[src/rtl/lsu_pkg.sv]
// Shared types and defaults for the load/store unit and its lane aligner.
package lsu_pkg;

  localparam int ADDR_W_DEF = 7;
  localparam int DATA_W_DEF = 32;

  typedef enum logic [1:0] {
    SZ_BYTE = 2'b00,
    SZ_HALF = 2'b01,
    SZ_WORD = 2'b10,
    SZ_RSVD = 2'b11
  } lsuSizeT;

  typedef enum logic [2:0] {
    ST_IDLE,
    ST_READ,
    ST_CAPTURE,
    ST_WRITE,
    ST_RESP,
    ST_ERR
  } lsuStateT;

  // A request is rejected for the reserved size or a misaligned half/word.
  function automatic logic isBadRequest(input lsuSizeT size, input logic [1:0] offset);
    logic bad;
    bad = 1'b0;
    case (size)
      SZ_HALF: bad = offset[0];
      SZ_WORD: bad = (offset != 2'b00);
      SZ_RSVD: bad = 1'b1;
      default: bad = 1'b0;
    endcase
    return bad;
  endfunction

endpackage

[src/rtl/lsu_lane_align.sv]
// Combinational byte-lane steering for a 32-bit little-endian word:
// extracts and extends load data, and merges store data into a read word.
module lsu_lane_align
  import lsu_pkg::*;
#(
  parameter int DATA_W = DATA_W_DEF
) (
  input  logic [1:0]        offset,
  input  lsuSizeT           size,
  input  logic              isSigned,
  input  logic [DATA_W-1:0] readWord,
  input  logic [DATA_W-1:0] storeData,
  output logic [DATA_W-1:0] loadValue,
  output logic [DATA_W-1:0] mergedWord
);

  localparam int LANES = 4;

  logic [7:0]  selByte;
  logic [15:0] selHalf;

  assign selByte = readWord[{offset, 3'b000} +: 8];
  assign selHalf = offset[1] ? readWord[31:16] : readWord[15:0];

  // Right-justify the selected lane, then sign- or zero-extend it.
  always_comb begin
    loadValue = readWord;
    case (size)
      SZ_BYTE: loadValue = {{(DATA_W-8){isSigned & selByte[7]}}, selByte};
      SZ_HALF: loadValue = {{(DATA_W-16){isSigned & selHalf[15]}}, selHalf};
      default: loadValue = readWord;
    endcase
  end

  genvar gi;
  generate
    for (gi = 0; gi < LANES; gi++) begin : gLane
      localparam logic [1:0] LANE = 2'(gi);
      logic       laneHit;
      logic [7:0] laneData;

      // Decide whether this lane is overwritten and with which store byte.
      always_comb begin
        laneHit  = 1'b0;
        laneData = storeData[8*gi +: 8];
        case (size)
          SZ_BYTE: begin
            laneHit  = (offset == LANE);
            laneData = storeData[7:0];
          end
          SZ_HALF: begin
            laneHit  = (offset[1] == LANE[1]);
            laneData = storeData[8*(gi%2) +: 8];
          end
          SZ_WORD: laneHit = 1'b1;
          default: laneHit = 1'b0;
        endcase
      end

      assign mergedWord[8*gi +: 8] = laneHit ? laneData : readWord[8*gi +: 8];
    end
  endgenerate

endmodule

[src/rtl/load_store_unit.sv]
// Initiator for a single-cycle word memory: byte/half/word loads and stores,
// sub-word stores by read-modify-write, bad requests answered without memory access.
module load_store_unit
  import lsu_pkg::*;
#(
  parameter int ADDR_W = ADDR_W_DEF,
  parameter int DATA_W = DATA_W_DEF
) (
  input  logic              Clk,
  input  logic              Rst_n,
  input  logic              ReqValid,
  output logic              ReqReady,
  input  logic              ReqWrite,
  input  logic [1:0]        ReqSize,
  input  logic              ReqSigned,
  input  logic [ADDR_W+1:0] ReqAddr,
  input  logic [DATA_W-1:0] ReqData,
  output logic              RespValid,
  output logic [DATA_W-1:0] RespData,
  output logic              RespError,
  output logic [ADDR_W-1:0] MemAddress,
  output logic [DATA_W-1:0] MemWriteData,
  output logic              MemRead,
  output logic              MemWrite,
  input  logic [DATA_W-1:0] MemReadData
);

  lsuStateT          stateReg, stateNext;
  logic              readyReg;
  logic              writeReg;
  lsuSizeT           sizeReg;
  logic              signedReg;
  logic [1:0]        offsetReg;
  logic [ADDR_W-1:0] addrReg;
  logic [DATA_W-1:0] storeReg;
  logic [DATA_W-1:0] loadReg;
  logic [DATA_W-1:0] wdataReg;
  logic [DATA_W-1:0] laneLoad;
  logic [DATA_W-1:0] laneMerge;
  logic              accept;

  // readyReg is only ever set while the FSM sits in IDLE.
  assign accept       = ReqValid & readyReg;
  assign ReqReady     = readyReg;
  assign MemAddress   = addrReg;
  assign MemWriteData = wdataReg;

  // The aligner only matters in CAPTURE, when MemReadData holds the addressed word.
  lsu_lane_align #(
    .DATA_W(DATA_W)
  ) uLaneAlign (
    .offset    (offsetReg),
    .size      (sizeReg),
    .isSigned  (signedReg),
    .readWord  (MemReadData),
    .storeData (storeReg),
    .loadValue (laneLoad),
    .mergedWord(laneMerge)
  );

  // State, request latches and the data words presented to memory/requester.
  always_ff @(posedge Clk or negedge Rst_n) begin
    if (!Rst_n) begin
      stateReg  <= ST_IDLE;
      readyReg  <= 1'b0;
      writeReg  <= 1'b0;
      sizeReg   <= SZ_BYTE;
      signedReg <= 1'b0;
      offsetReg <= 2'b00;
      addrReg   <= '0;
      storeReg  <= '0;
      loadReg   <= '0;
      wdataReg  <= '0;
    end else begin
      stateReg <= stateNext;
      readyReg <= (stateNext == ST_IDLE);
      if (accept) begin
        writeReg  <= ReqWrite;
        sizeReg   <= lsuSizeT'(ReqSize);
        signedReg <= ReqSigned;
        offsetReg <= ReqAddr[1:0];
        addrReg   <= ReqAddr[ADDR_W+1:2];
        storeReg  <= ReqData;
        // A word store skips the read, so its write word is ready now.
        if (ReqWrite && ReqSize == SZ_WORD) begin
          wdataReg <= ReqData;
        end
      end
      if (stateReg == ST_CAPTURE) begin
        loadReg <= laneLoad;
        if (writeReg) begin
          wdataReg <= laneMerge;
        end
      end
    end
  end

  // Next-state decode; every output below depends on stateReg only.
  always_comb begin
    stateNext = stateReg;
    MemRead   = 1'b0;
    MemWrite  = 1'b0;
    RespValid = 1'b0;
    RespError = 1'b0;
    RespData  = '0;
    case (stateReg)
      ST_IDLE: begin
        if (accept) begin
          if (isBadRequest(lsuSizeT'(ReqSize), ReqAddr[1:0])) begin
            stateNext = ST_ERR;
          end else if (ReqWrite && ReqSize == SZ_WORD) begin
            stateNext = ST_WRITE;
          end else begin
            stateNext = ST_READ;
          end
        end
      end
      ST_READ: begin
        MemRead   = 1'b1;
        stateNext = ST_CAPTURE;
      end
      ST_CAPTURE: begin
        stateNext = writeReg ? ST_WRITE : ST_RESP;
      end
      ST_WRITE: begin
        MemWrite  = 1'b1;
        stateNext = ST_RESP;
      end
      ST_RESP: begin
        RespValid = 1'b1;
        RespData  = writeReg ? '0 : loadReg;
        stateNext = ST_IDLE;
      end
      ST_ERR: begin
        RespValid = 1'b1;
        RespError = 1'b1;
        stateNext = ST_IDLE;
      end
      default: stateNext = ST_IDLE;
    endcase
  end

endmodule

[config.mk]
export PLATFORM = sky130hd
export DESIGN_NAME = load_store_unit
export DESIGN_NICKNAME = d
export VERILOG_FILES = /design/src/rtl/lsu_pkg.sv /design/src/rtl/lsu_lane_align.sv /design/src/rtl/load_store_unit.sv
export SDC_FILE = /design/constraint.sdc
export NUM_CORES = 1
export LEC_CHECK = 0
export CORE_ASPECT_RATIO = 0.6
export CORE_UTILIZATION = 30
export DETAILED_ROUTE_END_ITERATION = 10
export PLACE_DENSITY = 0.55
export SLEW_MARGIN = 0
export SYNTH_ARGS = -nofsm -noshare
export SYNTH_HDL_FRONTEND = slang
export SYNTH_SLANG_ARGS = --single-unit
[constraint.sdc]
create_clock -name Clk -period 1.8 [get_ports Clk]
set_clock_uncertainty 0.15 [all_clocks]
set_input_delay 0.27 -clock Clk [delete_from_list [all_inputs] [get_ports Clk]]
set_output_delay 0.27 -clock Clk [all_outputs]
set_load 0.01 [all_outputs]
# [Yosys cells after proc, flatten, opt, wreduce, memory -nomap -nowiden]
# Cells that the tools add are included.
[word_totals] reg_bits=113 mem_bits_ro=0 mem_bits_rw=0 output_inout_bits=76 n_memories=0 elab_cells=67 latchBits=0
[op_classes] shift=1 n_mux=31 n_bitwise=4 div=0 reduce_logical=8 magnitude_cmp=0 add_sub_neg=0 n_mul=0 n_eq_ne=13
[ops] operator="$mux W32" count=6
[ops] operator="$pmux W32 S2" count=1
[ops] operator="$mux W8" count=6
[ops] operator="$shiftx A32 B6 Y8" count=1
[ops] operator="$mux W16" count=1
[ops] operator="$pmux W8 S2" count=1
[ops] operator="$pmux W1 S3" count=5
[ops] operator="$pmux W3 S4" count=1
[ops] operator="$eq A2 B2 Y1 const B" count=5
[ops] operator="$mux W3" count=3
[ops] operator="$eq A2 B1 Y1 const B" count=3
[ops] operator="$eq A3 B2 Y1 const B" count=2
[ops] operator="$eq A3 B3 Y1 const B" count=2
[ops] operator="$logic_not A3 Y1" count=2
[ops] operator="$mux W1" count=6
[ops] operator="$logic_not A2 Y1" count=2
[ops] operator="$reduce_or A2 Y1" count=2
[ops] operator="$and A1 B1 Y1" count=3
[ops] operator="$eq A3 B1 Y1 const B" count=1
[ops] operator="$mux W2" count=1
[ops] operator="$reduce_bool A2 Y1" count=1
[ops] operator="$logic_and A1 B1 Y1" count=1
[ops] operator="$not A1 Y1" count=1

# [Longest topological paths before layout]
[logic_depth] word_depth=8 depth_mapped=7

# [By module]
# From an unflattened synthesis, not the netlist that was laid out.
[unflattened] cells_unflattened=709 hier_area_um2=6257.3
[modules_own_cells] mod="load_store_unit" n_inst=1 seq_area_each_um2=2827.7 cells_each=504 area_each_um2=4916.0
[modules_own_cells] mod="lsu_lane_align" n_inst=1 seq_area_each_um2=0.0 cells_each=205 area_each_um2=1341.3

# [Worst setup path before layout]
# OpenSTA, ideal clock, no wires.
[synth_path] path_type="reg2out" start="reg stateReg[2]" end="out RespData[10]" path_stages_with_launch=6 required_ps=1380 path_slack_ps=-141 path_buffers=2 arrival_time_ps=1521 cell_sequence="dfrtp_1 buf_2 nor2b_1 nor3b_1 clkbuf_1 and2_1"
[synth_between] elab_chain_cells=2
[synth_lines] element="from (decl)" line="load_store_unit.sv:28" rtl="lsuStateT stateReg, stateNext;"
[synth_lines] element="from (signal assigned)" line="load_store_unit.sv:75" rtl="stateReg <= stateNext;"
[synth_lines] element="$eq A3 B3 Y1" line="load_store_unit.sv:106" rtl="case (stateReg)"
[synth_lines] element="$mux W32" line="load_store_unit.sv:106"
[synth_lines] element="to (decl)" line="load_store_unit.sv:19" rtl="output logic [DATA_W-1:0] RespData,"
# No other way between the ends.

# [Final worst setup path]
[layout_path] start="reg stateReg[1]" end="out RespData[21]"
# Same word-level chain as after synthesis.

==> impl_metrics.py <==
metrics = {
    "outcome": {
        "status": "complete, but fails checks",
        "violations": "negative setup slack",
    },
    "cts": {
        "cts_root_buf": "clkbuf_16",
        "clk_path_buf_depth": 2,
        "cts.clk_slew.worst_paths_ns": 0.06,
        "htree_levels": 4,
        "cts_inserted_buffers": 17,
        "cts_sinks": 113,
        "clk_latency_ns": 0.43,
        "tritoncts": "built",
    },
    "sta": {
        "fin_crit_ns": 2.209,
        "setup_tns_ns": -16.00,
        "rsz0062_at_grt": "yes",
        "worst_pin_slew_ns": 0.7044,
        "period_share_pct": 122.7,
        "maxClockFrequency_mhz": 452.8,
        "slew_violations": 0,
        "finalSetupViolations": 85,
        "slew-limit-headroom_pct": 53.04,
        "fin_ws_ns": -0.4087,
        "hold_violations": 0,
    },
    "pwr": {
        "p_leak_nw": 4.592,
        "combPwrFrac_pct": 56.1,
        "peakVddDrop_mv": 0.9148,
        "p_sw_share_pct": 39.91,
        "p_int_mw": 11.49,
        "clkPwrFrac_pct": 17.4,
        "pwr_density_cell_mw_per_mm2": 1848,
        "power_frac_seq_pct": 26.5,
        "switching_power_mw": 7.634,
    },
    "drt": {
        "wire_per_inst_um": 22.93,
        "num_vias": 5813,
        "final_antenna_net_count": 0,
        "wl_mm": 24.74,
        "viasPerCell": 5.387,
        "drt_pass1_iterations": 6,
        "drt_iter0_markers": 378,
        "drcViolationCount": 0,
    },
    "layout": {
        "area_growth_pct": 66.61,
        "fillers": 1783,
        "fin_cells": 1079,
        "n_antenna_cell": 0,
        "nNetsFinal": 874,
        "layout-drive-gt1-share_pct": 47.02,
    },
    "die": {
        "start_util_pct": 30.80,
        "dieArea_mm2": 0.02131,
        "core_area_mm2": 0.02017,
        "fp-row-count": 40,
        "die_h_um": 113.5,
        "ioPinCount": 156,
        "die_w_um": 187.8,
    },
    "grt": {
        "antenna_found_initial": 1,
        "grt_max_degree": 61,
        "grt_use_total_pct": 21.91,
        "grt_pass1_vias": 5783,
        "overflow": 0,
        "grt_pass1_wl_mm": 34.87,
    },
    "synthesis": {
        "postSynthAreaPerCell_um2": 11.00,
        "synth.distinct_cells": 44,
        "synth_top_area_share_pct": 45.52,
        "ys_seq_area_share_pct": 45.52,
        "syn_nets": 645,
        "synth_area_mm2": 0.006212,
        "yosys.area.top_type": "dfrtp_1",
        "netlist_instances": 565,
        "synth_top_flop_cell": "dfrtp_1",
        "yosys-top-cells-area": "dfrtp_1 (46%), mux2_2 (13%), mux2i_1 (12%)",
        "yosys.cell_count.top_type": "dfrtp_1",
        "async_reset_ff_share_pct": 100.0,
        "synth_commonest_cells": "dfrtp_1 (113), mux2i_1 (72), mux2_2 (69)",
        "synth_seq_cells": 113,
        "ys_warn_count": 0,
        "synth_edf_count": 0,
    },
    "place": {
        "gp_congestion": 0.8701,
        "portBuffers": 155,
        "dpl.hpwl_mm": 16.60,
        "dp_cells": 1020,
    },
    "worst_setup_path": {
        "critPathMaxFanout": 8,
        "critPathKind": "reg2out",
        "r2r_cells": 9,
        "worst_setup_path_start_kind": "flop",
        "required_ns": 1.38,
        "cp.arrival_ns": 1.79,
        "end_kind": "output port",
    },
    "min_path": {
        "min_path_type": "in2async",
    },
    "job": {
        "cap_violations": 0,
    },
}
[placed cells by master, fill, tap and decap left out, types with 9 or more instances in the layout]
cell	count
o211ai_1	21
buf_4	63
o21ai_0	9
mux2i_1	70
and2_4	33
nor2_1	19
buf_12	14
clkdlybuf4s50_1	107
a221oi_2	12
clkbuf_16	23
nand2_1	20
a211oi_2	11
nor4_4	12
o21ai_2	15
mux2_2	69
dfrtp_1	110
a21oi_2	21
buf_6	47
[kinds of logic (layout without fill, tap and decap cells)]
group | after synthesis | after routing | synth area share, %
flip-flops | 113 | 113 | 45.52
multiplexers | 142 | 142 | 24.47
AND/OR/NAND/NOR | 127 | 127 | 11.42
buffers and inverters | 50 | 291 | 4.149
AO/OA/AOI/OAI | 133 | 133 | 14.44
[routing by layer]
layer / part of all wire, % / vias to the layer above / GRT usage (%)
met5: 0 / - / 0
li1: - / 2562 / -
met1: 50 / 2959 / 32.99
met4: 1.4 / 0 / 5.149
met2: 42 / 267 / 30.67
met3: 7.2 / 25 / 6.031
[path summary, 6_finish.rpt]
| kind | start | endpoint | slack [ns] |
|---|---|---|---|
| worst min-delay path | Rst_n | loadReg[0] | 0.24 |
| worst max register to register | stateReg[1] | loadReg[17] | -0.16 |
| min in group Clk | ReqAddr[2] | MemAddress[0] | 0.32 |
| worst min register to register | loadReg[14] | loadReg[14] | 0.35 |
| worst max-delay path | stateReg[1] | RespData[21] | -0.41 |
| max in group asynchronous | Rst_n | offsetReg[1] | 0.91 |
[area by class of cell]
class | instances | area [um^2] | share of cell area [%]
Multi-Input combinational cell | 402 | 3826 | 36.97
Sequential cell | 113 | 2831 | 27.36
Timing Repair Buffer | 258 | 2769 | 26.75
Clock buffer | 20 | 456.7 | 4.412
Tap cell | 273 | 341.6 | 3.300
Clock inverter | 11 | 113.9 | 1.100
Inverter | 2 | 11.26 | 0.1088
[critical path, stage by stage, from the launching register on]
cell and delay, ns:
dfrtp_1 0.41, nor2b_4 0.14, nor3b_4 0.23, buf_12 0.17, clkbuf_16 0.17, and2_4 0.15
buf_6 0.09
[state kept, by name, indices dropped and copies added (netlist names)]
signal        cells
MemAddress        7
MemWriteData     32
ReqReady          1
loadReg          32
offsetReg         2
signedReg         1
sizeReg           2
stateReg          3
storeReg         32
writeReg          1
[repair_timing]
action,in CTS,in global routing
setup endpoints to repair,80,103
gates resized for setup,226,155
endpoints found under the hold margin,113,0
gates cloned,4,9
hold buffers,1,0
setup buffers,10,8
pin swaps,22,35
[power groups by stage]
| stage | clock (mW) | sequential [mW] | combinational (mW) |
|---|---|---|---|
| final | 3.34 | 5.07 | 10.7 |
| after global routing | 3.48 | 5.21 | 11.4 |
| after CTS | 3.36 | 4.94 | 9.06 |
| after detailed placement | 0 | 4.94 | 8.23 |
| after global placement | 0 | 4.90 | 8.07 |
| after floorplan | 0 | 4.70 | 4.73 |
[through the flow]
| stage | instance area (um^2) | hold slack, ns | util (%) | setup slack, ns | power, mW |
|---|---|---|---|---|---|
| 2_1_floorplan | 6222 | -0.1756 | - | 0.02219 | 9.431 |
| 3_3_place_gp | 8552 | 0.1508 | 42.40 | -0.3773 | 12.97 |
| 3_5_place_dp | 8552 | 0.1469 | 42.40 | -0.4315 | 13.17 |
| 4_1_cts | 9423 | 0.2662 | 46.72 | -0.4645 | 17.37 |
| 5_1_grt | 10350 | 0.2893 | 51.32 | -0.4538 | 20.06 |
| 6_report | 10350 | 0.2359 | 51.32 | -0.4087 | 19.13 |
No activity file was read; power rests on OpenSTA's default activity.
